[src/rtl/frv_dmem_arbiter_pkg.sv]
// Shared definitions for the data-memory arbiter.
// Contents:
//   arb_port_e            : requester port IDs, also stored in the route FIFO
//   ARB_MAX_OUT_DEF       : default limit on granted, unanswered transactions
//   ARB_STARVE_LIMIT_DEF  : default number of cycles port 1 waits before it
//                           takes priority over port 0
package frv_dmem_arbiter_pkg;

    typedef enum logic {
        ARB_P0 = 1'b0,
        ARB_P1 = 1'b1
    } arb_port_e;

    localparam int unsigned ARB_MAX_OUT_DEF      = 2;
    localparam int unsigned ARB_STARVE_LIMIT_DEF = 8;

endpackage

[src/rtl/frv_dmem_route_fifo.sv]
// In-order FIFO of port IDs, one entry per granted bus transaction.
// Ports:
//   g_clk, g_reset : clock, synchronous active-high reset (empties the FIFO)
//   i_push         : write i_push_id at the tail (ignored when full)
//   i_push_id      : port ID of the transaction just granted
//   i_pop          : drop the head entry (ignored when empty)
//   o_head_id      : port ID that owns the next response
//   o_empty/o_full : occupancy flags
//   o_count        : current occupancy (0..DEPTH)
module frv_dmem_route_fifo #(
    parameter int unsigned DEPTH = 2
) (
    input  logic       g_clk,
    input  logic       g_reset,
    input  logic       i_push,
    input  logic       i_push_id,
    input  logic       i_pop,
    output logic       o_head_id,
    output logic       o_empty,
    output logic       o_full,
    output logic [2:0] o_count
);

    localparam int unsigned     PW   = (DEPTH > 1) ? $clog2(DEPTH) : 1;
    localparam logic [PW-1:0]   LAST = PW'(DEPTH - 1);

    logic          r_mem [DEPTH];
    logic [PW-1:0] r_wr_ptr;
    logic [PW-1:0] r_rd_ptr;
    logic [2:0]    r_count;
    logic          w_do_push;
    logic          w_do_pop;

    // Pointers wrap at DEPTH, which need not be a power of two.
    function automatic logic [PW-1:0] f_next(input logic [PW-1:0] p);
        return (p == LAST) ? '0 : p + 1'b1;
    endfunction

    assign o_empty   = (r_count == '0);
    assign o_full    = (r_count == 3'(DEPTH));
    assign o_count   = r_count;
    assign o_head_id = r_mem[r_rd_ptr];
    assign w_do_push = i_push && !o_full;
    assign w_do_pop  = i_pop && !o_empty;

    always_ff @(posedge g_clk) begin
        if (g_reset) begin
            r_wr_ptr <= '0;
            r_rd_ptr <= '0;
            r_count  <= '0;
        end else begin
            if (w_do_push) begin
                r_mem[r_wr_ptr] <= i_push_id;
                r_wr_ptr        <= f_next(r_wr_ptr);
            end
            if (w_do_pop) begin
                r_rd_ptr <= f_next(r_rd_ptr);
            end
            case ({w_do_push, w_do_pop})
                2'b10:   r_count <= r_count + 3'd1;
                2'b01:   r_count <= r_count - 3'd1;
                default: r_count <= r_count;
            endcase
        end
    end

endmodule

[src/rtl/frv_dmem_arbiter.sv]
// Two-port arbiter onto a single data-memory bus.
// Port 0 (pipeline LSU) has priority; port 1 (secondary requester) is
// promoted after waiting STARVE_LIMIT cycles. Up to MAX_OUT transactions
// may be outstanding; responses are routed back in grant order.
// Ports:
//   g_clk, g_reset          : clock, synchronous active-high reset
//   pX_req/wen/strb/addr/wdata : port X request
//   pX_gnt                  : port X request accepted this cycle
//   pX_recv/error/rdata     : port X response, pX_ack accepts it
//   dmem_*                  : shared bus request/response handshakes
//   outstanding             : granted, unanswered transaction count
module frv_dmem_arbiter
    import frv_dmem_arbiter_pkg::*;
#(
    parameter int unsigned MAX_OUT      = ARB_MAX_OUT_DEF,
    parameter int unsigned STARVE_LIMIT = ARB_STARVE_LIMIT_DEF
) (
    input  logic        g_clk,
    input  logic        g_reset,
    input  logic        p0_req,
    input  logic        p0_wen,
    input  logic [3:0]  p0_strb,
    input  logic [31:0] p0_addr,
    input  logic [31:0] p0_wdata,
    output logic        p0_gnt,
    output logic        p0_recv,
    output logic        p0_error,
    output logic [31:0] p0_rdata,
    input  logic        p0_ack,
    input  logic        p1_req,
    input  logic        p1_wen,
    input  logic [3:0]  p1_strb,
    input  logic [31:0] p1_addr,
    input  logic [31:0] p1_wdata,
    output logic        p1_gnt,
    output logic        p1_recv,
    output logic        p1_error,
    output logic [31:0] p1_rdata,
    input  logic        p1_ack,
    output logic        dmem_req,
    output logic        dmem_wen,
    output logic [3:0]  dmem_strb,
    output logic [31:0] dmem_addr,
    output logic [31:0] dmem_wdata,
    input  logic        dmem_gnt,
    input  logic        dmem_recv,
    input  logic        dmem_error,
    input  logic [31:0] dmem_rdata,
    output logic        dmem_ack,
    output logic [2:0]  outstanding
);

    arb_port_e   w_sel;
    arb_port_e   r_lock_sel;
    logic        r_lock;
    logic [3:0]  r_starve;
    logic        w_sel_req;
    logic        w_head_id;
    logic        w_empty;
    logic        w_full;
    logic        w_push;
    logic        w_pop;

    always_comb begin
        w_sel = ARB_P1;
        if (r_lock) begin
            w_sel = r_lock_sel;
        end else if ((r_starve == 4'(STARVE_LIMIT)) && p1_req) begin
            w_sel = ARB_P1;
        end else if (p0_req) begin
            w_sel = ARB_P0;
        end
    end

    assign w_sel_req  = (w_sel == ARB_P1) ? p1_req : p0_req;
    // Full blocks the request even if a response pops this cycle.
    assign dmem_req   = !g_reset && w_sel_req && !w_full;
    assign dmem_wen   = (w_sel == ARB_P1) ? p1_wen   : p0_wen;
    assign dmem_strb  = (w_sel == ARB_P1) ? p1_strb  : p0_strb;
    assign dmem_addr  = (w_sel == ARB_P1) ? p1_addr  : p0_addr;
    assign dmem_wdata = (w_sel == ARB_P1) ? p1_wdata : p0_wdata;

    assign p0_gnt = dmem_gnt && dmem_req && (w_sel == ARB_P0);
    assign p1_gnt = dmem_gnt && dmem_req && (w_sel == ARB_P1);

    // Responses arriving with nothing outstanding are acked and dropped.
    assign p0_recv  = !g_reset && dmem_recv && !w_empty && !w_head_id;
    assign p1_recv  = !g_reset && dmem_recv && !w_empty &&  w_head_id;
    assign p0_rdata = p0_recv ? dmem_rdata : '0;
    assign p1_rdata = p1_recv ? dmem_rdata : '0;
    assign p0_error = p0_recv && dmem_error;
    assign p1_error = p1_recv && dmem_error;
    assign dmem_ack = !g_reset && (w_empty || (w_head_id ? p1_ack : p0_ack));

    assign w_push = dmem_req && dmem_gnt;
    assign w_pop  = dmem_recv && dmem_ack && !w_empty;

    frv_dmem_route_fifo #(
        .DEPTH (MAX_OUT)
    ) u_route_fifo (
        .g_clk     (g_clk),
        .g_reset   (g_reset),
        .i_push    (w_push),
        .i_push_id (w_sel),
        .i_pop     (w_pop),
        .o_head_id (w_head_id),
        .o_empty   (w_empty),
        .o_full    (w_full),
        .o_count   (outstanding)
    );

    // A stalled bus request stays latched on its port until granted; the
    // lock is also released if that port withdraws, so it cannot wedge.
    always_ff @(posedge g_clk) begin
        if (g_reset) begin
            r_lock     <= 1'b0;
            r_lock_sel <= ARB_P0;
            r_starve   <= '0;
        end else begin
            r_lock     <= w_sel_req && !(dmem_req && dmem_gnt) && (r_lock || dmem_req);
            r_lock_sel <= w_sel;
            if (!p1_req || p1_gnt) begin
                r_starve <= '0;
            end else if (r_starve != 4'(STARVE_LIMIT)) begin
                r_starve <= r_starve + 4'd1;
            end
        end
    end

endmodule

[config.mk]
export PLATFORM = sky130hd
export DESIGN_NAME = frv_dmem_arbiter
export DESIGN_NICKNAME = d
export VERILOG_FILES = /design/src/rtl/frv_dmem_arbiter_pkg.sv /design/src/rtl/frv_dmem_route_fifo.sv /design/src/rtl/frv_dmem_arbiter.sv
export SDC_FILE = /design/constraint.sdc
export NUM_CORES = 1
export LEC_CHECK = 0
export ABC_AREA = 1
export CAP_MARGIN = 40
export CORE_AREA = 2 2 126 128
export DETAILED_ROUTE_END_ITERATION = 6
export DIE_AREA = 0 0 128 130
export GPL_TIMING_DRIVEN = 0
export RECOVER_POWER = 100
export SYNTH_ARGS = -nofsm -noshare
export SYNTH_HDL_FRONTEND = slang
export SYNTH_SLANG_ARGS = --single-unit
[constraint.sdc]
create_clock -name g_clk -period 2.37 [get_ports g_clk]
set_input_delay 0.237 -clock g_clk [delete_from_list [all_inputs] [get_ports g_clk]]
set_output_delay 0.237 -clock g_clk [all_outputs]
set_load 0.01 [all_outputs]
# After elaboration in Yosys (flattened, before gate mapping)
# Memory sizes are Yosys's and may differ from the RTL's. A register that Yosys moved wholly into a read port is not among the register bits.
# Index checks and enable logic that the tools add are counted.
# word_totals
ff_bits	11
mem_count	1
word_cells	68
out_inout_bits	144
input_bits	179
ramBits	2
# op_classes
n_eq_ne	5
mux	19
add_sub_neg	5
n_reduce_logical	31
bitwise	1
# memory_table
memory	words	word_bits	rd	rd_ports_with_merged_regs	wr	line	text
u_route_fifo.r_mem	2	1	1	1	1	frv_dmem_route_fifo.sv:27	logic r_mem [DEPTH];
# ops
op	n
32-bit two-way mux	4
1-bit logical AND	19
1-bit two-way mux	13
1-bit logical NOT	6
3-bit one-hot mux with 2 select lines	1
4-bit by 1-bit adder with 4-bit output, second input constant	1
4-bit equality test, second input constant	1
4-bit two-way mux	1
4-bit != test, second input constant	1
3-bit by 1-bit adder with 3-bit output, second input constant	1
3-bit by 2-bit equality test with 1-bit output, second input constant	1
3-bit logical NOT	1
1-bit logical OR	3
3-bit by 1-bit subtractor with 3-bit output, second input constant	1
1-bit adder, second input constant	2
2-bit by 1-bit equality test with 1-bit output, second input constant	1
2-bit equality test, second input constant	1
2-bit nonzero test	1
2-bit OR reduction	1
1-bit inverter	1

# Logic depth before layout (Yosys ltp)
# Gate-level depths: netlist of the first run.
# depth
depth_word	12
depth_mapped	15
ltp_nobuf	15

# By module
# Synthesis of the first run repeated with hierarchy kept, for this count alone.
# hier_totals
cells_unflattened	440
hier_area_um2	2125.8
# modules_own_cells
module	cells_each	seq_area_each_um2	instances	area_each_um2
frv_dmem_arbiter	392	120.1	1	1731.7
frv_dmem_route_fifo	48	180.2	1	394.1

# Least setup slack after synthesis of the first run
# Ideal clock, no wire load.
# synth_timing
kind	flip-flop to flip-flop
from	register r_starve[0]
to	register u_route_fifo.r_count[2] (netlist: u_route_fifo.o_count[2])
setup_slack_ns	0.272
t_required_ns	2.248
arrival_time_ns	1.976
period_less_slack_ns	2.098
path_stages_with_launch	14
setup_ns	0.122
n_path_buf	0
cell_sequence	dfxtp_1 > inv_1 > ha_1 > nand4_1 > nand2_2 > nand3_1 > nand4_4 > ha_1 > inv_1 > fa_1 > a21oi_1 > o21ai_0 > o21ai_0 > a21oi_1
# synth_between
elab_chain_cells	11
word_cells_on_any_way	13
classes_between	eq/ne: 3; mux: 4; reduce/logical: 6
# synth_lines
item	line	text
start: declaration	frv_dmem_arbiter.sv:56	logic [3:0] r_starve;
start signal: assignment	frv_dmem_arbiter.sv:125	r_starve <= r_starve + 4'd1;
4-bit equality test *	frv_dmem_arbiter.sv:68	end else if ((r_starve == 4'(STARVE_LIMIT)) && p1_req) begin
1-bit logical AND *	frv_dmem_arbiter.sv:68	
1-bit two-way mux *	frv_dmem_arbiter.sv:68	
1-bit two-way mux *	frv_dmem_arbiter.sv:66	if (r_lock) begin
1-bit two-way mux *	frv_dmem_arbiter.sv:75	assign w_sel_req = (w_sel == ARB_P1) ? p1_req : p0_req;
1-bit logical AND * (2 in series)	frv_dmem_arbiter.sv:77	assign dmem_req = !g_reset && w_sel_req && !w_full;
1-bit logical AND *	frv_dmem_arbiter.sv:95	assign w_push = dmem_req && dmem_gnt;
1-bit logical AND *	frv_dmem_route_fifo.sv:43	assign w_do_push = i_push && !o_full;
2-bit by 1-bit equality test with 1-bit output or 2-bit equality test (tied branches)	frv_dmem_route_fifo.sv:59	case ({w_do_push, w_do_pop})
3-bit one-hot mux with 2 select lines or 2-bit nonzero test (tied branches)	--	
end signal: assignment	frv_dmem_route_fifo.sv:60	2'b10: r_count <= r_count + 3'd1;
end signal: assignment	frv_dmem_route_fifo.sv:61	2'b01: r_count <= r_count - 3'd1;
end signal: assignment	frv_dmem_route_fifo.sv:62	default: r_count <= r_count;
end: declaration	frv_dmem_route_fifo.sv:30	logic [2:0] r_count;
# Every way passes the cells marked *; elsewhere a longest branch is shown, timed or not.
# A chain may end at the register's enable or synchronous reset.

# Worst setup path in the final report of the first run
# layout_timing
from	input port p1_req
to	output port dmem_wdata[21]
# layout_between
elab_chain_cells	4
# layout_lines
item	line	text
start: declaration	frv_dmem_arbiter.sv:30	input logic p1_req,
1-bit logical AND	frv_dmem_arbiter.sv:68	
1-bit two-way mux	frv_dmem_arbiter.sv:68	
1-bit two-way mux	frv_dmem_arbiter.sv:66	
32-bit two-way mux	frv_dmem_arbiter.sv:81	assign dmem_wdata = (w_sel == ARB_P1) ? p1_wdata : p0_wdata;
end: declaration	frv_dmem_arbiter.sv:44	output logic [31:0] dmem_wdata,
# Every way passes these cells.

==> run_results.csv, run 1 <==
group,metric,value,unit
outcome,status,"complete, no violations",
floorplan,row_count,46,
layout,diodes,0,
sta,setup_viol,0,
cts,cts_tree,"built",
logic_synthesis,syn_avg_cell_area,4.918,µm²
worst_setup_path,max_stage_delay,530,ps
grt,grt_pass1_wl,16.85,mm
sta,period_needed,2269,ps
cts,cts_buffer_depth,2,
place,dpl.hpwl,10.46,mm
place,port_buffers,322,
routing,drt_wl_total,12.13,mm
routing,vias,3597,
layout,utilization,38.11,%
cts,cts_buffers,3,
power_and_ir_drop,p_clk_share,15.7,%
grt,first_global_vias,3167,
floorplan,dieArea,16640,µm²
layout,drive_gt1_share,7.843,%
place,preCtsSetupSlack,-204.3,ps
sta,max_freq,440.7,MHz
flow_run,drv_cap,0,
worst_setup_path,critPathArrivalTime,2030,ps
cts,clkLatencyLatePin,240,ps
floorplan,die_h,130,µm
worst_setup_path,critPathMaxFanout,10,
worst_setup_path,required,2130,ps
routing,wl_per_cell,12.67,µm
layout,final_common_cell,"clkdlybuf4s50_1",
logic_synthesis,synth_cell_types,26,
power_and_ir_drop,power_switching,771.0,µW
place,dp.cells,946,
floorplan,start_util,13.77,%
worst_setup_path,critPathKind,"in -> out",
logic_synthesis,synth_top_area_cell,"nand2_1",
layout,layout.cells.most_common_list,"250 x clkdlybuf4s50_1, 219 x nand2_1, 69 x nor2_1",
routing,route.detailed.drc,0,
logic_synthesis,synth.area.top_cells,"nand2_1 39%, nor2_1 12%, dfxtp_1 11%",
place,place.gp.congestion,0.8110,
layout,nFillCells,1606,
power_and_ir_drop,seq_power_share,13.4,%
logic_synthesis,mappedNetlistNets,615,
power_and_ir_drop,cellInternalPower,1266,µW
hold_path,min_path_type,"in -> reg",
sta,final.setup_skew,2.857,ps
cts,numClockSinks,14,
logic_synthesis,ys_ff_latch,14,
routing,viasPerCell,3.759,
grt,grt_usage,12.74,%
layout,final_cells,957,
logic_synthesis,synth_cells,432,
sta,timing.final.crit_share,95.75,%
grt,antenna_found_initial,0,
logic_synthesis,yosys.area.top_type_share,38.69,%
floorplan,core,15420,µm²
worst_setup_path,crit_path_top_delay_cell,"clkdlybuf4s50_1",
worst_setup_path,r2r_setup_slack,190,ps
power_and_ir_drop,power_frac_comb,70.9,%
sta,rsz0062_at_grt,"yes",
sta,worstMarginPinSlew,243.4,ps
sta,drv_slew,0,
layout,multi_input_area,1470,µm²
worst_setup_path,reg2reg_depth,14,
layout,fin_nets,949,
routing,drtIter0Drc,138,
worst_setup_path,endpoint_kind,"primary output",
power_and_ir_drop,power.density,346.5,nW/µm²
routing,drt_pass1_iterations,4,
worst_setup_path,crit_chain,"clkdlybuf4s50_1 -> nand4_1 -> nand2_2 -> nand2_8 -> clkinv_8 -> buf_6 -> nand2_1 -> nand2_1 -> clkdlybuf4s50_1",
grt,grt_overflow,0,
logic_synthesis,synthesis.area,2125,µm²
power_and_ir_drop,ir_worst_vdd,0.1761,mV
logic_synthesis,yosysWarningCount,0,
power_and_ir_drop,p_leak,0.003163,µW
floorplan,die_width,128,µm
cts,htree_levels,1,
cts,clk_pin_slew,50,ps
hold_path,min_delay_path_depth,2,
sta,max_slew_margin,83.60,%
layout,synthToLayoutAreaGrowth,176.7,%
sta,hold_viol_final,0,
grt,grt_max_degree,12,
logic_synthesis,yosysSeqAreaShare,14.13,%
worst_setup_path,startpoint_type,"input port",
cts,clock_tree.root_cell,"clkbuf_16",
layout,seq_area,301.5,µm²
power_and_ir_drop,switching_share,37.85,%
floorplan,io_pins,323,
routing,ant_nets,0,
sta,fin_ws,100.8,ps
-- cell families (layout without fill, tap and decap cells) --
family / Yosys count / in the layout / share of synthesized area [%]
compound gates: 16 / 16 / 4.712
simple gates: 313 / 313 / 59.78
fa+ha+maj: 4 / 4 / 2.709
buf+inv: 82 / 415 / 17.43
flops: 14 / 14 / 14.13
xor+xnor: 3 / 3 / 1.237
-- flip-flops by register name, indices dropped and copies added (netlist names), named ones only --
signal                 cells
r_lock                     1
u_route_fifo.r_rd_ptr      1
u_route_fifo.r_wr_ptr      1
r_starve                   4
u_route_fifo.r_mem         2
r_lock_sel                 1
u_route_fifo.o_count       3
-- per-stage QoR --
stage          TNS, ps  hold slack [ps]  power [µW]  instance area (µm²)
2_1_floorplan        0            309.4       834.5                 2125
3_3_place_gp     -6518            480.5        1748                 5588
5_1_grt         -28.05            306.4        2201                 5878
3_5_place_dp     -6792            499.3        1744                 5588
6_report             0            293.2        2037                 5878
4_1_cts         -444.3            511.8        2069                 5723
-- power by group through the flow --
stage	clock, µW	sequential (µW)	combinational [µW]
global placement	0	276	1470
detailed placement	0	276	1470
floorplan	0	276	559
finish	321	272	1440
global route	343	274	1580
CTS	330	272	1470
-- critical path: cells and delay by family --
| kind | cells | cell delay (ps) |
|---|---|---|
| AND/OR/NAND/NOR | 5 | 480 |
| buffers and inverters | 4 | 1290 |
-- routing by layer --
metal,GRT usage [%],share of wire [%]
met5,0,0
met4,1.034,0.54
met1,16.89,43
met2,22.27,50
met3,2.624,6.5
-- repair_timing --
action,4_1_cts,5_1_grt
buffers inserted,3,4
hold buffers,0,0
pin swaps,1,2
endpoints found under the setup margin,71,46
resized for setup,60,49
-- final timing paths --
check | endpoint | from
worst max-delay path | dmem_wdata[21] | p1_req
worst max register to register | u_route_fifo.o_count[2] | r_starve[1]
worst min register to register | register | u_route_fifo.r_rd_ptr
worst min-delay path | r_lock_sel | g_reset
-- synthesized netlist by cell type --
cell,instances
nand2_1,219
nor2_1,69
inv_1,57
buf_2,14
nor2_2,13
dfxtp_1,12
o21ai_0,8
buf_6,6
inv_2,5
a21oi_1,4
nand3_1,4
ha_1,3
edfxtp_1,2
nor2_4,2
nor3_2,2
xor2_1,2
a31oi_1,1
fa_1,1
nand2_2,1
nand2_4,1
nand4_1,1
nand4_4,1
o21a_1,1
o21bai_1,1
o21bai_4,1
xnor2_1,1
-- layout make-up --
class	count	area share (%)
tap	192	4.087
sequential	14	5.130
clock inverter	1	0.06386
buffer	20	3.704
multi-input combinational	336	25.01
clock buffer	3	1.277
timing repair buffer	329	56.56
inverter	62	4.172
(Power assumes the default switching activity.)
==> run 2, diff against run 1 <==
Settings changed: CELL_PAD_IN_SITES_DETAIL_PLACEMENT set to 2, CELL_PAD_IN_SITES_GLOBAL_PLACEMENT set to 2, CORE_AREA 2 2 126 128 to not set, CORE_UTILIZATION set to 10, DIE_AREA 0 0 128 130 to not set, PLACE_DENSITY_LB_ADDON set to 0.1.
==> run 2 against run 1 <==
Effect of this change:
- sequential cell count unchanged
- combinational power is essentially flat
- global-route usage up 2.3 points
- non-clock buffer count unchanged
- critical path depth up 4
- maximum frequency is 1.1% lower
- register-to-register slack worse by 110 ps
- first-iteration DRC count fell by 67%
- total power grew 0.79%
- via count rose by 7.9%
- critical path type is now reg -> reg
- largest power group unchanged
==> run_results.csv, run 2 (synthesis results as in run 1) <==
group,metric,value,unit
outcome,status,"complete, no violations",
layout,drive_gt1_share,8.105,%
worst_setup_path,critPathArrivalTime,2410,ps
place,dpl.hpwl,15.45,mm
layout,layout.cells.most_common_list,"239 x clkdlybuf4s50_1, 219 x nand2_1, 69 x nor2_1",
flow_run,drv_cap,0,
floorplan,io_pins,323,
floorplan,die_h,147.8,µm
sta,max_freq,436.0,MHz
place,place.gp.congestion,0.8087,
layout,synthToLayoutAreaGrowth,179.5,%
grt,grt_usage,15.08,%
routing,wl_per_cell,16.71,µm
routing,drt_wl_total,17.31,mm
routing,dr_wl_met3,1.235,mm
floorplan,start_util,10.33,%
layout,final_common_cell,"clkdlybuf4s50_1",
cts,cts_buffer_depth,2,
place,port_buffers,322,
routing,routed-wl-met2,9.531,mm
worst_setup_path,endpoint_kind,"register",
layout,fin_area,5938,µm²
cts,numClockSinks,14,
power_and_ir_drop,fin_total_pwr,2053,µW
power_and_ir_drop,power.density,345.8,nW/µm²
cts,clock_tree.root_cell,"clkbuf_16",
layout,regMostFlops,"r_starve",
floorplan,die_width,147.8,µm
cts,cts_hold_buffers,0,
grt,antenna_found_initial,0,
sta,drv_slew,0,
grt,grt_max_degree,12,
floorplan,row_count,52,
place,dpl_cell_area,5685,µm²
layout,final_cells,1036,
layout,largest_reg_flops,4,
routing,viasPerCell,3.747,
sta,final.setup_skew,0.7299,ps
layout,fin_nets,949,
place,dp.cells,1024,
cts,cts_buffers,3,
sta,hold_viol_final,0,
cts,htree_levels,1,
worst_setup_path,required,2490,ps
sta,rsz0062_at_grt,"yes",
sta,worstMarginPinSlew,258.6,ps
routing,top_layer,"met4",
worst_setup_path,r2r_setup_slack,80,ps
cts,clk_pin_slew,50,ps
power_and_ir_drop,p_leak,0.003205,µW
sta,setup_viol,0,
routing,drt_pass1_iterations,4,
routing,vias,3882,
sta,period_needed,2294,ps
cts,clkLatencyLatePin,240,ps
sta,timing.final.crit_share,96.77,%
sta,fin_hold_ws,333.5,ps
routing,route.detailed.drc,0,
routing,ant_nets,0,
grt,first_global_vias,4120,
sta,max_slew_margin,82.58,%
hold_path,min_path_type,"in -> reg",
worst_setup_path,critPathKind,"reg -> reg",
routing,drtIter0Drc,45,
power_and_ir_drop,ir_worst_vdd,0.1801,mV
layout,nFillCells,2444,
grt,grt_pass1_wl,24.98,mm
routing,wl_met1,6.392,mm
worst_setup_path,critPathMaxFanout,4,
cts,cts_tree,"built",
grt,grt_overflow,0,
worst_setup_path,startpoint_type,"register",
floorplan,core,20560,µm²
floorplan,dieArea,21830,µm²
==> run 2: metrics by stage <==
step / TNS, ps / utilization [%] / worst slack [ps]
floorplan: 0 / - / 272.0
global placement: -11350 / 27.65 / -228.6
detailed placement: -13090 / 27.65 / -313.6
CTS: -2139 / 28.19 / -123.5
global route: -123.9 / 28.87 / -123.9
finish: 0 / 28.88 / 76.49
==> run 2: layer usage <==
metal	vias up	global-route usage, %
met5	-	0
met4	0	2.165
met3	8	2.562
met2	154	30.57
met1	1802	16.31
li1	1918	-
==> run 2: final timing paths <==
kind | start | end | cells after the start
max reg2reg | r_starve[1] | u_route_fifo.o_count[2] | 13
min | g_reset | r_lock_sel | 2
max | r_starve[1] | u_route_fifo.o_count[2] | 13
min reg2reg | u_route_fifo.o_count[0] | u_route_fifo.o_count[0] | 1
==> run 2: final cells by class <==
| cell class | instances | area [µm²] | share of cell area (%) |
|---|---|---|---|
| Antenna cell | 1 | 2.502 | 0.04214 |
| Buffer | 20 | 202.7 | 3.413 |
| Clock buffer | 3 | 75.07 | 1.264 |
| Clock inverter | 1 | 3.754 | 0.06321 |
| Inverter | 62 | 245.2 | 4.130 |
| Multi-Input combinational cell | 336 | 1470 | 24.76 |
| Sequential cell | 14 | 302.8 | 5.099 |
| Tap cell | 270 | 337.8 | 5.689 |
| Timing Repair Buffer | 329 | 3298 | 55.54 |
==> run 2: what timing repair did <==
item                       in CTS  in global routing
resized for setup              72                 44
pin swaps                       1                  2
setup endpoints to repair      81                 91
buffers inserted                2                  5
==> run 2: report_power, final <==
part	switching [µW]	total, µW	internal [µW]	leakage [µW]
logic	699	1460	757	0.00305
registers	13.5	273	260	0.000117
clock network	100	324	224	0.0000385
total	813	2050	1240	0.00321
==> run 2: critical path, cell delays in order (launching register included) <==
cell	delay, ps
dfxtp_1	330
inv_1	80
ha_2	180
nand4_1	120
nand2_2	160
nand3_2	120
nand4_4	110
ha_1	160
inv_1	70
fa_1	380
a21oi_1	150
o21ai_0	130
o21ai_1	140
a21oi_1	60
==> run 3, diff against run 2 <==
--- a/config.mk
+++ b/config.mk
@@ -16,2 +16,3 @@
 export RECOVER_POWER = 100
+export SLEW_MARGIN = 25
 export SYNTH_ARGS = -nofsm -noshare
==> constraint.sdc (replaced) <==
create_clock -name g_clk -period 2.37 [get_ports g_clk]
set_input_delay 0.3555 -clock g_clk [delete_from_list [all_inputs] [get_ports g_clk]]
set_output_delay 0.3555 -clock g_clk [all_outputs]
set_load 0.01 [all_outputs]
==> run 3 against run 2 <==
Effect of this change:
- the run now ends with negative setup slack left
- clock skew is 0.92 ps higher
- sequential power is essentially flat
- utilization down 0.58 points
- worst setup slack lost 160 ps
- sequential cell count stayed put
- maximum frequency shrank 6.4%
- register-to-register slack improved by 40 ps
- final area is 2.0% lower
- total power up 0.12%
- critical path type is now in -> out
- highest routed layer unchanged
==> run_results.csv, run 3 (synthesis results as in run 1) <==
group,metric,value,unit
power_and_ir_drop,p_leak,0.003142,µW
grt,grt_pass1_wl,25.10,mm
floorplan,dieArea,21830,µm²
grt,antenna_found_initial,1,
routing,drt_wl_total,17.34,mm
sta,final.setup_skew,1.648,ps
place,preCtsSetupSlack,-489.4,ps
place,port_buffers,322,
routing,vias,3926,
sta,timing.final.crit_share,103.4,%
flow_run,drv_cap,0,
layout,final_cells,1042,
cts,cts_buffer_depth,2,
sta,hold_viol_final,0,
cts,clk_pin_slew,50,ps
place,dpl.hpwl,15.45,mm
cts,numClockSinks,14,
routing,drt_pass1_iterations,4,
outcome,violations,"negative setup slack",
grt,grt_usage,15.15,%
routing,route.detailed.drc,0,
floorplan,die_width,147.8,µm
power_and_ir_drop,power.density,353.2,nW/µm²
routing,viasPerCell,3.768,
floorplan,start_util,10.33,%
worst_setup_path,startpoint_type,"input port",
cts,clock_tree.root_cell,"clkbuf_16",
sta,fin_ws,-80.13,ps
cts,htree_levels,1,
floorplan,die_h,147.8,µm
place,dp.cells,1024,
grt,grt_overflow,0,
worst_setup_path,critPathMaxFanout,10,
worst_setup_path,critPathArrivalTime,2090,ps
worst_setup_path,endpoint_kind,"primary output",
floorplan,row_count,52,
layout,nFillCells,2468,
cts,cts_hold_buffers,0,
place,place.gp.congestion,0.8087,
cts,clkLatencyLatePin,240,ps
sta,max_slew_margin,83.03,%
cts,cts_buffers,3,
sta,rsz0062_at_grt,"yes",
routing,wl_per_cell,16.64,µm
outcome,status,"finished with violations",
routing,ant_nets,0,
floorplan,core,20560,µm²
sta,drv_slew,0,
layout,layout.cells.most_common_list,"219 x nand2_1, 184 x clkdlybuf4s50_1, 81 x dlygate4sd2_1",
worst_setup_path,critPathKind,"in -> out",
sta,period_needed,2450,ps
routing,drtIter0Drc,48,
grt,grt_max_degree,12,
layout,synthToLayoutAreaGrowth,173.9,%
sta,setup_viol,2,
grt,first_global_vias,4138,
layout,drive_gt1_share,13.75,%
sta,max_freq,408.1,MHz
cts,cts_tree,"built",
layout,largest_reg_flops,4,
sta,worstMarginPinSlew,254.0,ps
layout,final_common_cell,"nand2_1",
hold_path,min_path_type,"reg -> reg",
power_and_ir_drop,ir_worst_vdd,0.1864,mV
worst_setup_path,required,2010,ps
layout,fin_nets,955,
layout,regMostFlops,"r_starve",
floorplan,io_pins,323,
-- run 3: final timing paths --
kind	startpoint	endpoint	slack (ps)	depth (start not counted)
min	u_route_fifo.o_count[0]	u_route_fifo.o_count[0]	510	1
min reg2reg	u_route_fifo.o_count[0]	u_route_fifo.o_count[0]	510	1
max	p0_req	dmem_addr[3]	-80	9
max reg2reg	r_starve[0]	u_route_fifo.o_count[2]	120	14
-- run 3: what timing repair did --
item | in CTS | in global routing
endpoints found under the setup margin | 139 | 68
setup buffers | 4 | 9
gates resized for setup | 202 | 67
hold endpoints to repair | 0 | 0
pin swaps | 2 | 6
-- run 3: worst max-delay path, cell delays in order --
cell             delay [ps]
clkdlybuf4s50_1         470
inv_1                    50
nor2_2                  110
nand2_2                 110
nand2_8                 130
buf_4                   200
nand2_1                  70
nand2_1                  70
clkdlybuf4s50_1         530
-- run 3: area by class of cell --
class | count | area, µm² | area share, %
Antenna cell | 1 | 2.502 | 0.04300
Buffer | 20 | 206.4 | 3.548
Clock buffer | 3 | 75.07 | 1.290
Clock inverter | 1 | 3.754 | 0.06450
Inverter | 62 | 245.2 | 4.214
Multi-Input combinational cell | 336 | 1495 | 25.69
Sequential cell | 14 | 302.8 | 5.203
Tap cell | 270 | 337.8 | 5.805
Timing Repair Buffer | 335 | 3151 | 54.14
-- run 3: metrics by stage --
stage	hold WS (ps)	TNS [ps]	area [µm²]	util, %	power (µW)
after floorplan	427.9	0	2125	-	834.5
after global placement	478.4	-40060	5685	27.65	1774
after detailed placement	502.0	-43620	5685	27.65	1812
after CTS	515.6	-1252	5746	27.95	2071
after global routing	563.9	-453.1	5819	28.30	2226
final	509.4	-157.2	5819	28.30	2056
-- run 3: report_power, final --
| group | switching [µW] | internal (µW) |
|---|---|---|
| clock | 99.8 | 223 |
| sequential | 14.3 | 259 |
| combinational | 710 | 749 |
-- run 3: per-layer routing --
layer  share of wire, %  track usage, %
met2                 56           30.68
met3                7.1           2.840
met5                  0               0
met1                 36           16.18
met4               0.71           2.371
